--- src/rtl/sound_effect_player.sv ---
`default_nettype none
// ============================================================================
// Module   : sound_effect_player
// Purpose  : Audio back end of the snake game. Turns one-cycle sound event
//            pulses (eat food, game over, game start) into short fixed note
//            sequences played as a 1-bit square wave for the buzzer/PWM pin.
//            Overlapping events are arbitrated by priority
//            (GAME_OVER > GAME_START > EAT_FOOD).
// Ports    : clk                  - system clock (single clock domain)
//            reset_global_n       - asynchronous active-low reset
//            sound_event_code_in  - event code: 00 none, 01 EAT_FOOD,
//                                   10 GAME_OVER, 11 GAME_START
//            sound_trigger_in     - code is valid in every cycle this is high
//            sound_enable_in      - mute control; 0 forces audio_out low
//            audio_out            - square-wave output (phase AND enable)
//            busy_out             - high while a sequence is playing
//            playing_code_out     - code of the active sequence, 00 when idle
// Revision : 1.0 - initial release
// ============================================================================
module sound_effect_player #(
    parameter int M          = 2,
    parameter int NOTE_TICKS = 5_000_000,
    parameter int HALF_LOW   = 113_636,
    parameter int HALF_MID   = 75_843,
    parameter int HALF_HIGH  = 56_818
) (
    input  logic         clk,
    input  logic         reset_global_n,
    input  logic [M-1:0] sound_event_code_in,
    input  logic         sound_trigger_in,
    input  logic         sound_enable_in,
    output logic         audio_out,
    output logic         busy_out,
    output logic [M-1:0] playing_code_out
);

    // ------------------------------------------------------------------
    // Sizing
    // ------------------------------------------------------------------
    localparam int c_NW = (NOTE_TICKS > 1) ? $clog2(NOTE_TICKS) : 1;

    localparam int c_HALF_LM  = (HALF_LOW > HALF_MID) ? HALF_LOW : HALF_MID;
    localparam int c_HALF_MAX = (c_HALF_LM > HALF_HIGH) ? c_HALF_LM : HALF_HIGH;
    localparam int c_TW       = (c_HALF_MAX > 1) ? $clog2(c_HALF_MAX) : 1;

    localparam logic [c_NW-1:0] c_NOTE_LAST = c_NW'(NOTE_TICKS - 1);
    localparam logic [c_NW-1:0] c_NOTE_ONE  = c_NW'(1);

    // Terminal tone-counter values (half-period minus one)
    localparam logic [c_TW-1:0] c_LOW_M1  = c_TW'(HALF_LOW - 1);
    localparam logic [c_TW-1:0] c_MID_M1  = c_TW'(HALF_MID - 1);
    localparam logic [c_TW-1:0] c_HIGH_M1 = c_TW'(HALF_HIGH - 1);
    localparam logic [c_TW-1:0] c_TONE_ONE = c_TW'(1);

    // Event codes
    localparam logic [M-1:0] c_CODE_NONE  = M'(0);
    localparam logic [M-1:0] c_CODE_EAT   = M'(1);
    localparam logic [M-1:0] c_CODE_OVER  = M'(2);
    localparam logic [M-1:0] c_CODE_START = M'(3);

    // FSM encoding
    localparam logic [0:0] S_IDLE = 1'b0;
    localparam logic [0:0] S_PLAY = 1'b1;

    // ------------------------------------------------------------------
    // State
    // ------------------------------------------------------------------
    logic [0:0]      r_state;
    logic [1:0]      r_note_idx;
    logic [c_NW-1:0] r_note_cnt;
    logic [c_TW-1:0] r_tone_cnt;
    logic            r_phase;
    logic            r_busy;
    logic [M-1:0]    r_active;

    logic [c_TW-1:0] w_half_m1;
    logic            w_last_note;
    logic            w_accept;

    // Priority rank; unknown codes rank 0 so they can never be accepted.
    function automatic logic [1:0] prio(input logic [M-1:0] code);
        logic [1:0] rank;
        rank = 2'd0;
        if (code == c_CODE_EAT)   rank = 2'd1;
        if (code == c_CODE_START) rank = 2'd2;
        if (code == c_CODE_OVER)  rank = 2'd3;
        return rank;
    endfunction

    // The active code is 00 in IDLE (rank 0), so one comparison covers both
    // the idle case and the equal-or-higher-priority preemption case.
    assign w_accept = sound_trigger_in
                   && (sound_event_code_in != c_CODE_NONE)
                   && (prio(sound_event_code_in) != 2'd0)
                   && (prio(sound_event_code_in) >= prio(r_active));

    // Half-period of the note currently sounding
    always_comb begin
        w_half_m1 = c_HIGH_M1;
        case (r_active)
            c_CODE_START: begin
                case (r_note_idx)
                    2'd0:    w_half_m1 = c_LOW_M1;
                    2'd1:    w_half_m1 = c_MID_M1;
                    default: w_half_m1 = c_HIGH_M1;
                endcase
            end
            c_CODE_OVER: begin
                case (r_note_idx)
                    2'd0:    w_half_m1 = c_HIGH_M1;
                    2'd1:    w_half_m1 = c_MID_M1;
                    default: w_half_m1 = c_LOW_M1;
                endcase
            end
            default: w_half_m1 = c_HIGH_M1;
        endcase
    end

    // EAT_FOOD is a single note; the other sequences have three.
    assign w_last_note = (r_active == c_CODE_EAT) ? 1'b1 : (r_note_idx == 2'd2);

    // ------------------------------------------------------------------
    // Sequencer
    // ------------------------------------------------------------------
    always_ff @(posedge clk or negedge reset_global_n) begin
        if (!reset_global_n) begin
            r_state    <= S_IDLE;
            r_note_idx <= 2'd0;
            r_note_cnt <= '0;
            r_tone_cnt <= '0;
            r_phase    <= 1'b0;
            r_busy     <= 1'b0;
            r_active   <= c_CODE_NONE;
        end else if (w_accept) begin
            // A new sequence wins over any note boundary in the same cycle.
            r_state    <= S_PLAY;
            r_busy     <= 1'b1;
            r_active   <= sound_event_code_in;
            r_note_idx <= 2'd0;
            r_note_cnt <= '0;
            r_tone_cnt <= '0;
            r_phase    <= 1'b0;
        end else begin
            case (r_state)
                S_PLAY: begin
                    if (r_note_cnt == c_NOTE_LAST) begin
                        // Note boundary: the next note restarts at phase 0,
                        // truncating any unfinished half-period.
                        r_note_cnt <= '0;
                        r_tone_cnt <= '0;
                        r_phase    <= 1'b0;
                        if (w_last_note) begin
                            r_state    <= S_IDLE;
                            r_busy     <= 1'b0;
                            r_active   <= c_CODE_NONE;
                            r_note_idx <= 2'd0;
                        end else begin
                            r_note_idx <= r_note_idx + 2'd1;
                        end
                    end else begin
                        r_note_cnt <= r_note_cnt + c_NOTE_ONE;
                        if (r_tone_cnt == w_half_m1) begin
                            r_tone_cnt <= '0;
                            r_phase    <= ~r_phase;
                        end else begin
                            r_tone_cnt <= r_tone_cnt + c_TONE_ONE;
                        end
                    end
                end
                default: begin
                    r_state    <= S_IDLE;
                    r_busy     <= 1'b0;
                    r_active   <= c_CODE_NONE;
                    r_note_idx <= 2'd0;
                    r_note_cnt <= '0;
                    r_tone_cnt <= '0;
                    r_phase    <= 1'b0;
                end
            endcase
        end
    end

    // ------------------------------------------------------------------
    // Outputs: only audio_out has a gate, so mute acts within the cycle.
    // ------------------------------------------------------------------
    assign audio_out        = r_phase & sound_enable_in;
    assign busy_out         = r_busy;
    assign playing_code_out = r_active;

endmodule
`default_nettype wire

--- config.mk ---
export PLATFORM = sky130hd
export DESIGN_NAME = sound_effect_player
export DESIGN_NICKNAME = d
export VERILOG_FILES = /design/src/rtl/sound_effect_player.sv
export SDC_FILE = /design/constraint.sdc
export NUM_CORES = 1
export LEC_CHECK = 0
export CELL_PAD_IN_SITES_DETAIL_PLACEMENT = 2
export CELL_PAD_IN_SITES_GLOBAL_PLACEMENT = 2
export CORE_ASPECT_RATIO = 0.75
export CORE_MARGIN = 2
export CORE_UTILIZATION = 35
export CTS_CLUSTER_DIAMETER = 30
export DETAILED_ROUTE_END_ITERATION = 12
export DONT_BUFFER_PORTS = 1
export PLACE_DENSITY_LB_ADDON = 0.1
export SETUP_SLACK_MARGIN = 0.05
export SLEW_MARGIN = 20
export SYNTH_ARGS = -nofsm -noshare
export SYNTH_HDL_FRONTEND = slang
export SYNTH_SLANG_ARGS = --single-unit
--- constraint.sdc ---
create_clock -name clk -period 2.7 [get_ports clk]
set_input_delay 0.54 -clock clk [delete_from_list [all_inputs] [get_ports clk]]
set_output_delay 0.54 -clock clk [all_outputs]
set_load 0.02 [all_outputs]
==> flow_metrics.py <==
metrics = {
    "clock_tree": {
        "cts-buffers-inserted": 5,
        "cts_resized": 0,
        "root_buffer": "clkbuf_8",
        "post_cts_buffers": 0,
        "cts_buffer_depth": 2,
        "clk_pin_slew_ns": 0.10,
        "h-tree-depth": 2,
        "cts_hold_buf": 1,
        "cts_tree": "built",
        "insertion_delay_ns": 0.32,
        "cts.sinks": 47,
    },
    "timing": {
        "min_period_ns": 2.42,
        "slew-limit-headroom": 0.524,
        "fmax_ghz": 0.414,
        "setup-violations-final": 0,
        "final.setup.worst_slack_ns": 0.283,
        "clock_skew_ns": 0.0187,
        "drv_slew": 0,
        "tightest_slew_ns": 0.707,
        "grt_setup_unrepaired": "no",
        "finalHoldViolCount": 0,
        "post-route-period-util": 0.895,
        "tns_ns": 0,
    },
    "critical_path": {
        "critPathCaptureType": "flop",
        "cp.required_ns": 2.94,
        "r2r_cells": 8,
        "startpoint_type": "flop",
        "reg2reg_from": "r_note_idx[0]",
        "crit_type": "reg -> reg",
        "worstPathArrival_ns": 2.66,
        "critPathLaunch": "r_note_idx[0]",
        "path_max_fanout": 9,
    },
    "route": {
        "routed_wl_um": 6980,
        "wl_per_cell_um": 17.6,
        "dr.first_iter.drc_count": 45,
        "ant_nets": 0,
        "viasPerCell": 5.23,
        "drtPass1Iterations": 4,
        "drc": 0,
        "num_vias": 2071,
    },
    "cells_and_area": {
        "area_growth_pct": 10.2,
        "n_fill_cell": 818,
        "stdcell_count": 396,
        "final_nets": 315,
        "drive_above_1_share": 0.0814,
        "num_antenna_cells": 0,
    },
    "logic_synthesis": {
        "synth_most_common_cell": "dfrtp_1",
        "synth_common_cells": "47 x dfrtp_1, 36 x nor2_1, 23 x nand2_1, 23 x nor3_1, 23 x xor2_1",
        "ys_ff_latch": 47,
        "synth-seq-area-share": 0.437,
        "async_flop_share": 1.00,
        "netlist_area_um2": 2690,
        "synthesis.nets": 309,
        "yosysWarnings": 0,
        "syn_inst": 288,
        "yosys-top-cells-area": "dfrtp_1 44%, xor2_1 7.5%, ha_1 7.0%",
        "ys.flop_type": "dfrtp_1",
        "synth_top_area_cell": "dfrtp_1",
        "synth-edff-count": 0,
        "synth_cell_types": 43,
        "synth_top_cell_area_share": 0.437,
        "synth.avg_cell_area_um2": 9.35,
    },
    "place": {
        "dp.cells": 387,
        "io_buffers": 0,
        "pre_cts_slack_ns": 0.249,
        "globalplace.congestion": 0.739,
        "dpl.hpwl_um": 4970,
    },
    "floorplanning": {
        "die-height_um": 80.0,
        "ios": 10,
        "die_area_um2": 8420,
        "coreArea_um2": 7400,
        "die_width_um": 105,
        "start_util": 0.364,
        "rows": 27,
    },
    "run_status": {
        "status": "finished, final reports clean",
    },
    "power": {
        "irDropWorstVdd_mv": 0.419,
        "power_density_nw_per_um2": 683,
        "leakage_nw": 1.27,
        "power_mw": 2.03,
    },
    "global_routing": {
        "grt_usage": 0.182,
        "grt_pass1_wl_um": 11900,
        "first_global_vias": 2285,
        "grt_antenna_before_repair": 0,
        "grt_max_degree": 48,
        "grt_overflow": 0,
    },
    "flow_run": {
        "cap_violations": 0,
    },
    "worst_hold_path": {
        "hold_class": "in -> async",
    },
}
[routing by layer]
layer | track usage | share of wire | vias to the layer above
li1 | - | - | 1002
met1 | 0.260 | 0.54 | 1050
met2 | 0.283 | 0.43 | 12
met3 | 0.0400 | 0.023 | 7
met4 | 0.0400 | 0.0093 | 0
met5 | 0 | 0 | -
[flip-flops by register name, indices dropped and copies added (netlist names)]
| name | count |
|---|---|
| playing_code_out | 2 |
| r_state | 1 |
| r_phase | 1 |
| r_note_idx | 2 |
| busy_out | 1 |
| r_tone_cnt | 17 |
| r_note_cnt | 23 |
[cells by family (layout without fill, tap and decap cells)]
kind of cell | Yosys count | after routing | share of synthesized area
AOI/OAI and AO/OA | 17 | 17 | 0.0446
buffers and inverters | 23 | 30 | 0.0390
DFF | 47 | 47 | 0.437
xor gates and xnor gates | 37 | 37 | 0.120
adders and majority gates | 15 | 15 | 0.0697
muxes | 1 | 1 | 0.00372
and+or+nand+nor | 148 | 148 | 0.286
[cell usage in the layout (no fill, tap or decap), drive strengths merged, types with 4 or more instances in the layout]
cell / instances
dfrtp: 47
nor2: 36
nand2: 23
xor2: 23
nor3: 23
nand3: 21
inv: 15
ha: 15
xnor2: 14
nand4: 11
nor4: 7
buf: 7
clkbuf: 5
nand2b: 4
a21oi: 4
[power breakdown]
part	total (mW)	leakage, nW	internal (mW)	switching, mW
registers	0.889	0.633	0.781	0.108
clock network	0.546	0.0581	0.276	0.269
logic	0.592	0.574	0.240	0.352
total	2.03	1.27	1.30	0.729
[path summary, 6_finish.rpt]
path,to,slack [ns]
min in group clk,playing_code_out[1],0.41
min,r_note_cnt[4],0.06
max reg2reg,r_phase,0.28
max,r_phase,0.28
max in group asynchronous,r_note_cnt[17],2.40
min reg2reg,r_note_cnt[0],0.54
[area by class of cell]
| type | count | area, µm² | area share |
|---|---|---|---|
| sequential | 47 | 1180 | 0.396 |
| timing repair buffer | 7 | 85.1 | 0.0287 |
| inverter | 15 | 56.3 | 0.0190 |
| multi-input combinational | 218 | 1410 | 0.476 |
| clock buffer | 5 | 68.8 | 0.0232 |
| clock inverter | 3 | 43.8 | 0.0148 |
| tap | 101 | 126 | 0.0426 |
[metrics by stage]
stage	hold slack [ns]	util	area [µm²]
final	0.0648	0.401	2970
after global routing	0.0662	0.401	2970
after CTS	0.0667	0.401	2970
after detailed placement	0.245	0.382	2830
after global placement	0.245	0.382	2830
after floorplan	0.244	-	2690
[worst max-delay path: stages, from the launching register on]
cell	delay (ns)
dfrtp_1	0.39
inv_1	0.10
ha_1	0.31
or3b_2	0.51
a21oi_1	0.18
a211oi_2	0.08
nor4_4	0.32
buf_4	0.23
mux2i_1	0.21
(Power assumes the default switching activity.)
